[src/rtl/fust_scoreboard_pkg.sv]
// Shared types for the functional-unit status table.
//  fust_tag_t    : producer tag, wide enough for any supported FU count;
//                  instances truncate to their own TAG_W.
//  FUST_TAG_NONE : tag value meaning "operand value is ready".
//  fu_to_tag     : FU index k -> tag k+1 (tag 0 is reserved for "ready").
package fust_scoreboard_pkg;

  localparam int unsigned FUST_TAG_W_MAX = 8;

  typedef logic [FUST_TAG_W_MAX-1:0] fust_tag_t;

  localparam fust_tag_t FUST_TAG_NONE = '0;

  function automatic fust_tag_t fu_to_tag(input int unsigned fu_idx);
    return fust_tag_t'(fu_idx + 1);
  endfunction

endpackage

[src/rtl/fust_reg_status.sv]
// Register result-status table: one producer tag per architectural register.
// Ports:
//  CLK, RST   clock, asynchronous active-high reset
//  clear      synchronous clear of every entry
//  rd_addr    NUM_RD packed read addresses (port p at [p*REG_W +: REG_W])
//  rd_tag     NUM_RD packed read results   (port p at [p*TAG_W +: TAG_W])
//  set_en/set_addr/set_tag   write set_tag into set_addr
//  clr_en/clr_addr/clr_tag   zero clr_addr only if it still holds clr_tag
module fust_reg_status
  import fust_scoreboard_pkg::*;
#(
  parameter int unsigned REG_W  = 5,
  parameter int unsigned TAG_W  = 3,
  parameter int unsigned NUM_RD = 3
) (
  input  logic                      CLK,
  input  logic                      RST,
  input  logic                      clear,
  input  logic [NUM_RD*REG_W-1:0]   rd_addr,
  output logic [NUM_RD*TAG_W-1:0]   rd_tag,
  input  logic                      set_en,
  input  logic [REG_W-1:0]          set_addr,
  input  logic [TAG_W-1:0]          set_tag,
  input  logic                      clr_en,
  input  logic [REG_W-1:0]          clr_addr,
  input  logic [TAG_W-1:0]          clr_tag
);

  localparam int unsigned NUM_REGS = 2**REG_W;
  localparam logic [TAG_W-1:0] TAG_NONE = TAG_W'(FUST_TAG_NONE);

  logic [TAG_W-1:0] stat [NUM_REGS];

  always_comb begin
    rd_tag = '0;
    for (int unsigned p = 0; p < NUM_RD; p++) begin
      rd_tag[p*TAG_W +: TAG_W] = stat[rd_addr[p*REG_W +: REG_W]];
    end
  end

  // A new producer claiming a register overrides a stale clear of the same
  // entry, so the set is applied after the conditional clear.
  always_ff @(posedge CLK or posedge RST) begin
    if (RST) begin
      for (int unsigned r = 0; r < NUM_REGS; r++) stat[r] <= TAG_NONE;
    end else if (clear) begin
      for (int unsigned r = 0; r < NUM_REGS; r++) stat[r] <= TAG_NONE;
    end else begin
      if (clr_en && (stat[clr_addr] == clr_tag)) stat[clr_addr] <= TAG_NONE;
      if (set_en) stat[set_addr] <= set_tag;
    end
  end

endmodule

[src/rtl/fust_scoreboard.sv]
// Functional-unit status table (FUST) plus register result-status table.
// Tracks per-FU producer tags for each source operand, wakes sources on
// writeback and enforces structural (busy row), WAW (pending destination)
// and WAR (unissued reader of the destination) hazards.
// Ports:
//  CLK, RST        clock, asynchronous active-high reset
//  flush           synchronous clear of all state (beats disp/wb/issue)
//  disp_*          dispatch request: target FU, destination, sources
//  disp_ready      dispatch accepted this cycle
//  issue_ack       per FU: operands have been read
//  wb_valid/wb_fu  writeback request from one FU
//  wb_ready        per FU: writeback allowed (no WAR hazard)
//  fu_busy         per FU: row occupied
//  fu_issue_ready  per FU: busy, not yet issued, every source tag ready
//  fu_rd, fu_rs    destination / sources held in each row
module fust_scoreboard
  import fust_scoreboard_pkg::*;
#(
  parameter  int unsigned NUM_FU   = 4,
  parameter  int unsigned NUM_SRC  = 2,
  parameter  int unsigned REG_W    = 5,
  parameter  int unsigned ZERO_REG = 1,
  localparam int unsigned TAG_W    = $clog2(NUM_FU + 1),
  localparam int unsigned FU_W     = $clog2(NUM_FU)
) (
  input  logic                            CLK,
  input  logic                            RST,
  input  logic                            flush,
  input  logic                            disp_valid,
  input  logic [FU_W-1:0]                 disp_fu,
  input  logic                            disp_rd_en,
  input  logic [REG_W-1:0]                disp_rd,
  input  logic [NUM_SRC*REG_W-1:0]        disp_rs,
  output logic                            disp_ready,
  input  logic [NUM_FU-1:0]               issue_ack,
  input  logic                            wb_valid,
  input  logic [FU_W-1:0]                 wb_fu,
  output logic [NUM_FU-1:0]               wb_ready,
  output logic [NUM_FU-1:0]               fu_busy,
  output logic [NUM_FU-1:0]               fu_issue_ready,
  output logic [NUM_FU*REG_W-1:0]         fu_rd,
  output logic [NUM_FU*NUM_SRC*REG_W-1:0] fu_rs
);

  localparam int unsigned NUM_RD = NUM_SRC + 1;
  localparam logic [TAG_W-1:0] TAG_NONE = TAG_W'(FUST_TAG_NONE);

  logic [NUM_FU-1:0] busy;
  logic [NUM_FU-1:0] issued;
  logic [REG_W-1:0]  rd_q  [NUM_FU];
  logic [REG_W-1:0]  rs_q  [NUM_FU][NUM_SRC];
  logic [TAG_W-1:0]  tag_q [NUM_FU][NUM_SRC];

  logic [NUM_RD*TAG_W-1:0] stat_rd;
  logic [TAG_W-1:0]        rd_stat;
  logic [TAG_W-1:0]        disp_tag;
  logic [TAG_W-1:0]        wb_tag;
  logic [TAG_W-1:0]        disp_src_tag [NUM_SRC];
  logic                    rd_tracked;
  logic                    wb_fire;

  assign disp_tag   = TAG_W'(fu_to_tag(disp_fu));
  assign wb_tag     = TAG_W'(fu_to_tag(wb_fu));
  assign rd_stat    = stat_rd[NUM_SRC*TAG_W +: TAG_W];
  assign rd_tracked = disp_rd_en && !((ZERO_REG != 0) && (disp_rd == '0));

  // Decisions depend on registered state only; a row being written back this
  // cycle still reads busy, so dispatch to it is refused until next cycle.
  assign disp_ready = disp_valid && !busy[disp_fu] &&
                      !(disp_rd_en && (rd_stat != TAG_NONE));
  assign wb_fire    = wb_valid && busy[wb_fu] && wb_ready[wb_fu];

  // Source tags captured at dispatch bypass a same-cycle writeback and the
  // hardwired zero register.
  always_comb begin
    for (int unsigned s = 0; s < NUM_SRC; s++) begin
      disp_src_tag[s] = stat_rd[s*TAG_W +: TAG_W];
      if (wb_fire && (disp_src_tag[s] == wb_tag)) disp_src_tag[s] = TAG_NONE;
      if ((ZERO_REG != 0) && (disp_rs[s*REG_W +: REG_W] == '0)) disp_src_tag[s] = TAG_NONE;
    end
  end

  // WAR: FU i must wait while another unissued row still has to read the
  // old value of i's destination (its tag is 0, i.e. it wants the current value).
  always_comb begin
    wb_ready = '1;
    for (int unsigned i = 0; i < NUM_FU; i++) begin
      for (int unsigned j = 0; j < NUM_FU; j++) begin
        if ((j != i) && busy[j] && !issued[j]) begin
          for (int unsigned s = 0; s < NUM_SRC; s++) begin
            if ((rs_q[j][s] == rd_q[i]) && (tag_q[j][s] == TAG_NONE)) wb_ready[i] = 1'b0;
          end
        end
      end
    end
  end

  always_comb begin
    fu_issue_ready = '0;
    for (int unsigned i = 0; i < NUM_FU; i++) begin
      fu_issue_ready[i] = busy[i] && !issued[i];
      for (int unsigned s = 0; s < NUM_SRC; s++) begin
        if (tag_q[i][s] != TAG_NONE) fu_issue_ready[i] = 1'b0;
      end
    end
  end

  always_comb begin
    fu_rd = '0;
    fu_rs = '0;
    for (int unsigned i = 0; i < NUM_FU; i++) begin
      fu_rd[i*REG_W +: REG_W] = rd_q[i];
      for (int unsigned s = 0; s < NUM_SRC; s++) begin
        fu_rs[(i*NUM_SRC+s)*REG_W +: REG_W] = rs_q[i][s];
      end
    end
  end

  assign fu_busy = busy;

  always_ff @(posedge CLK or posedge RST) begin
    if (RST) begin
      busy   <= '0;
      issued <= '0;
      for (int unsigned i = 0; i < NUM_FU; i++) begin
        rd_q[i] <= '0;
        for (int unsigned s = 0; s < NUM_SRC; s++) begin
          rs_q[i][s]  <= '0;
          tag_q[i][s] <= TAG_NONE;
        end
      end
    end else if (flush) begin
      busy   <= '0;
      issued <= '0;
      for (int unsigned i = 0; i < NUM_FU; i++) begin
        rd_q[i] <= '0;
        for (int unsigned s = 0; s < NUM_SRC; s++) begin
          rs_q[i][s]  <= '0;
          tag_q[i][s] <= TAG_NONE;
        end
      end
    end else begin
      for (int unsigned i = 0; i < NUM_FU; i++) begin
        if (issue_ack[i] && fu_issue_ready[i]) issued[i] <= 1'b1;
        for (int unsigned s = 0; s < NUM_SRC; s++) begin
          if (wb_fire && (tag_q[i][s] == wb_tag)) tag_q[i][s] <= TAG_NONE;
        end
      end
      if (wb_fire) busy[wb_fu] <= 1'b0;
      // disp_fu != wb_fu whenever both fire, so these never collide.
      if (disp_ready) begin
        busy[disp_fu]   <= 1'b1;
        issued[disp_fu] <= 1'b0;
        rd_q[disp_fu]   <= disp_rd;
        for (int unsigned s = 0; s < NUM_SRC; s++) begin
          rs_q[disp_fu][s]  <= disp_rs[s*REG_W +: REG_W];
          tag_q[disp_fu][s] <= disp_src_tag[s];
        end
      end
    end
  end

  fust_reg_status #(
    .REG_W  (REG_W),
    .TAG_W  (TAG_W),
    .NUM_RD (NUM_RD)
  ) u_reg_status (
    .CLK      (CLK),
    .RST      (RST),
    .clear    (flush),
    .rd_addr  ({disp_rd, disp_rs}),
    .rd_tag   (stat_rd),
    .set_en   (disp_ready && rd_tracked && !flush),
    .set_addr (disp_rd),
    .set_tag  (disp_tag),
    .clr_en   (wb_fire),
    .clr_addr (rd_q[wb_fu]),
    .clr_tag  (wb_tag)
  );

endmodule
[config.mk]
export PLATFORM = sky130hd
export DESIGN_NAME = fust_scoreboard
export DESIGN_NICKNAME = d
export VERILOG_FILES = /design/src/rtl/fust_scoreboard_pkg.sv /design/src/rtl/fust_reg_status.sv /design/src/rtl/fust_scoreboard.sv
export SDC_FILE = /design/constraint.sdc
export NUM_CORES = 1
export LEC_CHECK = 0
export ABC_AREA = 1
export CAP_MARGIN = 10
export CORE_MARGIN = 1
export CORE_UTILIZATION = 35
export DETAILED_ROUTE_END_ITERATION = 16
export PLACE_DENSITY = 0.48
export SYNTH_ARGS = -nofsm -noshare
export SYNTH_HDL_FRONTEND = slang
export SYNTH_SLANG_ARGS = --single-unit
[constraint.sdc]
create_clock -name CLK -period 8.2 [get_ports CLK]
set_input_delay 1.23 -clock CLK [delete_from_list [all_inputs] [get_ports CLK]]
set_output_delay 1.23 -clock CLK [all_outputs]
set_load 0.05 [all_outputs]
# After elaboration in Yosys (flattened, before gate mapping)
# Cells that the tools add are included.
# totals
register_bits	188
in_bits	29
out_inout_bits	73
word_cells	335
# classes
add_sub_neg	2
magnitude_cmp	13
n_eq_ne	35
mux	133
n_bitwise	13
n_reduce_logical	85
# ops
operator	count
96-bit two-way mux	4
5-bit == test	24
96-bit AND	1
96-bit bitwise mux	1
96-bit inverter	1
3-bit two-way mux	31
40-bit bitwise mux	2
40-bit two-way mux	2
3-bit binary-select mux with 5-bit select	4
1-bit two-way mux	57
1-bit logical AND	56
24-bit bitwise mux	2
24-bit two-way mux	2
10-bit demux with 2-bit select	2
20-bit two-way mux	2
3-bit == test	11
3-bit demux with 5-bit select	2
3-bit nonzero test	9
6-bit demux with 2-bit select	2
6-bit >= comparator, second input constant	4
3-bit zero test	8
4-bit two-way mux	6
5-bit inverter with 6-bit output	4
20-bit bitwise mux	1
other kinds (20)	43

# Longest topological paths before layout
# depth
depth_word	21
ltp_mapped	21
depth_no_buf	18

# By module
# A second synthesis with hierarchy kept.
# unflattened
cells_unflattened	2470
hier_area_um2	15601.2
# modules_own_cells
mod	instances	cells_each	area_each_um2	seq_area_each_um2
fust_reg_status	1	1485	8981.1	2402.3
fust_scoreboard	1	985	6620.1	2302.2

# Least setup slack after synthesis
# No wires, ideal clock.
# synth_path
path_kind	input-to-output
startpoint	in disp_rd[1]
endpoint	out disp_ready
t_arrival_ns	2.475
t_required_ns	6.970
path_slack_ns	4.495
path_stages	10
path_buffers	1
path_cell_list	inv_1 nor2_1 buf_2 a21oi_1 o2111ai_1 nand3_1 nand3_1 nand2_1 nand2_1 inv_1
# synth_between
elab_chain_len	8
# synth_rtl
item	line_no	rtl
start, declared	fust_scoreboard.sv:32	input logic [REG_W-1:0] disp_rd,
5-bit inverter with 6-bit output (implied by the code)	fust_reg_status.sv:37	rd_tag[p*TAG_W +: TAG_W] = stat[rd_addr[p*REG_W +: REG_W]];
3-bit binary-select mux with 5-bit select	fust_reg_status.sv:37	
3-bit two-way mux (implied by the code) (2 in series)	fust_reg_status.sv:37	
3-bit nonzero test	fust_scoreboard.sv:70	!(disp_rd_en && (rd_stat != TAG_NONE));
1-bit logical AND	fust_scoreboard.sv:70	
1-bit zero test	fust_scoreboard.sv:70	
1-bit logical AND	fust_scoreboard.sv:69	assign disp_ready = disp_valid && !busy[disp_fu] &&
end, declared	fust_scoreboard.sv:34	output logic disp_ready,
# No other way between the ends. The select of a mux whose other input is x is not followed.

# Final worst setup path
# layout_path
startpoint	in disp_rd[2]
endpoint	out disp_ready
# Same word-level chain as after synthesis.

==> results.py <==
metrics = {
    "logic_synthesis": {
        "post_synth_num_cell_types": 40,
        "yosysWarnings": 0,
        "syn_area_sq_um": 14250,
        "yosysSeqAreaShare_pct": 33.01,
        "ys_async_sr_fraction_pct": 100.0,
        "synthFlopType": "dfrtp_1",
        "syn_nets": 2254,
        "synth_area_per_cell_sq_um": 6.428,
        "synth_seq_cells": 188,
        "synth_edf_count": 0,
        "syn_inst": 2217,
    },
    "clock_network": {
        "numCtsBuffers": 17,
        "cts_buffer_depth": 2,
        "post-cts-setup-buffers": 0,
        "cts_resized": 0,
        "h-tree-depth": 4,
        "ctsHoldBuffers": 0,
        "clk_pin_slew_ns": 0.06,
        "clock-root-buffer": "clkbuf_16",
        "cts_tree": "done",
        "clock-sinks": 188,
        "clk-insertion-delay-late_ns": 0.49,
    },
    "critical_path": {
        "startpoint_type": "primary input",
        "crit_required_ns": 6.97,
        "cp-end-kind": "output pin",
        "crit_arrival_ns": 5.04,
        "cpMostUsedCell": "nand2_1",
        "slowest_delay_ns": 0.80,
        "critPathSlowestCell": "clkdlybuf4s50_1",
        "crit_type": "primary input to output pin",
        "path_cells": "clkdlybuf4s50_1, inv_1, nor2_1, o21ai_1, nand2_1, nor2_1, nand3_1, nand2_1, nand2_1, inv_1, clkdlybuf4s50_1",
        "crit_fanout": 11,
    },
    "timing": {
        "rsz0062_at_grt": "false",
        "max_freq_mhz": 159.5,
        "period_minus_slack_ns": 6.271,
        "fin_setup_tns_ns": 0,
        "setup_violations": 0,
        "tightest_slew_ns": 1.271,
        "period_share_pct": 76.48,
        "fin_skew_ns": 0.01372,
        "slew_headroom_pct": 15.05,
        "final_hold_viol_count": 0,
        "slew_viol_final": 0,
    },
    "final_layout": {
        "diodes": 0,
        "final_common_cell": "nand2_1",
        "final_cell_mix": "nand2_1 (692), nor2_1 (199), nand3_1 (193)",
        "drive_above_1_share_pct": 4.728,
        "fillers": 4331,
        "final_nets": 2266,
        "area_growth_pct": 12.47,
    },
    "global_route": {
        "grt_max_degree": 130,
        "grt_pass1_vias": 14870,
        "overflow": 0,
        "grt_pass1_wl_um": 94010,
        "antenna_found_initial": 0,
        "grt_usage_pct": 30.49,
    },
    "floorplanning": {
        "num_rows": 73,
        "pin_count": 102,
        "start_util_pct": 35.70,
        "coreArea_sq_um": 39910,
        "die_h_um": 203.8,
        "die_w_um": 203.8,
        "dieArea_sq_um": 41530,
    },
    "placement": {
        "dpl.hpwl_um": 44000,
        "gp_congestion": 0.9777,
        "port_buffers": 101,
    },
    "route": {
        "vias_per_cell": 5.598,
        "drc": 0,
        "routed_wirelength_um": 62500,
        "drt_iter0_drc": 1416,
        "ant_nets": 0,
        "vias": 15489,
        "firstDrtPassIters": 5,
        "wl_per_cell_um": 22.59,
    },
    "pwr": {
        "ir_drop_mv": 0.1244,
        "leakagePower_nw": 7.277,
        "pwr_density_cell_nw_per_um2": 150.6,
        "fin_total_pwr_mw": 2.414,
    },
    "flow_run": {
        "maxCapViolCount": 0,
    },
    "status": {
        "status": "completed",
    },
    "worst_hold_path": {
        "holdCritPathClass": "register to register",
    },
}
-- logic make-up after synthesis --
| logic type | count (synthesis) | share of synthesized area [%] |
|---|---|---|
| AOI/OAI and AO/OA | 452 | 17.20 |
| buffers and inverters | 331 | 9.684 |
| DFF | 188 | 33.01 |
| adders and majority gates | 8 | 0.7024 |
| xor gates and xnor gates | 64 | 3.933 |
| and+or+nand+nor | 1174 | 35.47 |
-- area by class of cell --
class | instances | area (sq um) | area share (%)
Clock inverter | 11 | 132.6 | 0.8275
Timing Repair Buffer | 120 | 1134 | 7.073
Tap cell | 525 | 656.9 | 4.098
Multi-Input combinational cell | 1698 | 8177 | 51.01
Sequential cell | 188 | 4705 | 29.35
Clock buffer | 21 | 450.4 | 2.810
Inverter | 204 | 773.2 | 4.824
-- worst max-delay path, delay by kind of cell --
| kind | cells | cell delay [ns] |
|---|---|---|
| AND/OR/NAND/NOR | 6 | 1.30 |
| buffers and inverters | 4 | 2.37 |
| AO/OA/AOI/OAI | 1 | 0.13 |
-- path summary, 6_finish.rpt --
| check | depth (start not counted) | to | startpoint | slack, ns |
|---|---|---|---|---|
| setup / recovery | 11 | disp_ready | disp_rd[2] | 1.93 |
| hold / removal | 2 | u_reg_status.stat[51] | u_reg_status.stat[51] | 0.53 |
| setup reg to reg | 18 | u_reg_status.stat[11] | fu_rd[15] | 3.29 |
| hold reg to reg | 2 | u_reg_status.stat[51] | u_reg_status.stat[51] | 0.53 |
| max in group asynchronous | 3 | u_reg_status.stat[19] | RST | 5.50 |
| min in group asynchronous | 2 | fu_rd[10] | RST | 1.32 |
-- sequential cells by signal, indices dropped and copies added, names as in the netlist --
name and count:
fu_busy 4, issued 4, fu_rd 20, u_reg_status.stat 96, tag_q 24, fu_rs 40
-- stage by stage --
stage	utilization [%]	hold WS [ns]	area (sq um)	instances	setup slack (ns)
detailed placement	38.69	0.5219	15440	2735	1.694
CTS	40.16	0.5350	16030	2767	2.092
global placement	38.69	0.5226	15440	2735	1.834
floorplan	-	0.4864	14250	2217	1.856
finish	40.16	0.5324	16030	2767	1.929
global route	40.16	0.5632	16030	2767	1.789
-- Yosys cell counts (5+ instances only) --
| library cell | instances | area [sq um] |
|---|---|---|
| nor2_1 | 200 | 750.7 |
| xnor2_1 | 10 | 87.58 |
| nor3_1 | 26 | 130.1 |
| dfrtp_1 | 188 | 4705 |
| a21oi_1 | 190 | 950.9 |
| nand3_4 | 10 | 175.2 |
| xor2_1 | 54 | 473.0 |
| buf_6 | 7 | 78.83 |
| o31ai_1 | 8 | 60.06 |
| o21ai_1 | 31 | 155.2 |
| ha_1 | 8 | 100.1 |
| inv_2 | 12 | 45.04 |
| clkbuf_1 | 78 | 292.8 |
| nand2_1 | 692 | 2597 |
| nand4_1 | 11 | 68.82 |
| nand3_1 | 193 | 965.9 |
| o211ai_1 | 15 | 112.6 |
| o22ai_1 | 73 | 456.7 |
| nand3b_1 | 5 | 37.54 |
| inv_1 | 188 | 705.7 |
| buf_2 | 34 | 170.2 |
| o21ai_0 | 122 | 610.6 |
| nand3_2 | 21 | 210.2 |
-- metal layers --
metal	GRT usage (%)	share of wire, %
met4	14.18	4.4
met2	50.57	47
met5	0	0
met3	4.059	6.0
met1	39.16	43
-- report_power, final --
| group | leakage, nW | internal [mW] | total, mW | switching, mW |
|---|---|---|---|---|
| clock | 0.279 | 0.461 | 0.874 | 0.412 |
| sequential | 2.61 | 0.941 | 0.969 | 0.0282 |
| combinational | 4.39 | 0.150 | 0.572 | 0.422 |
Note: power is estimated with default switching activity, not from simulation.
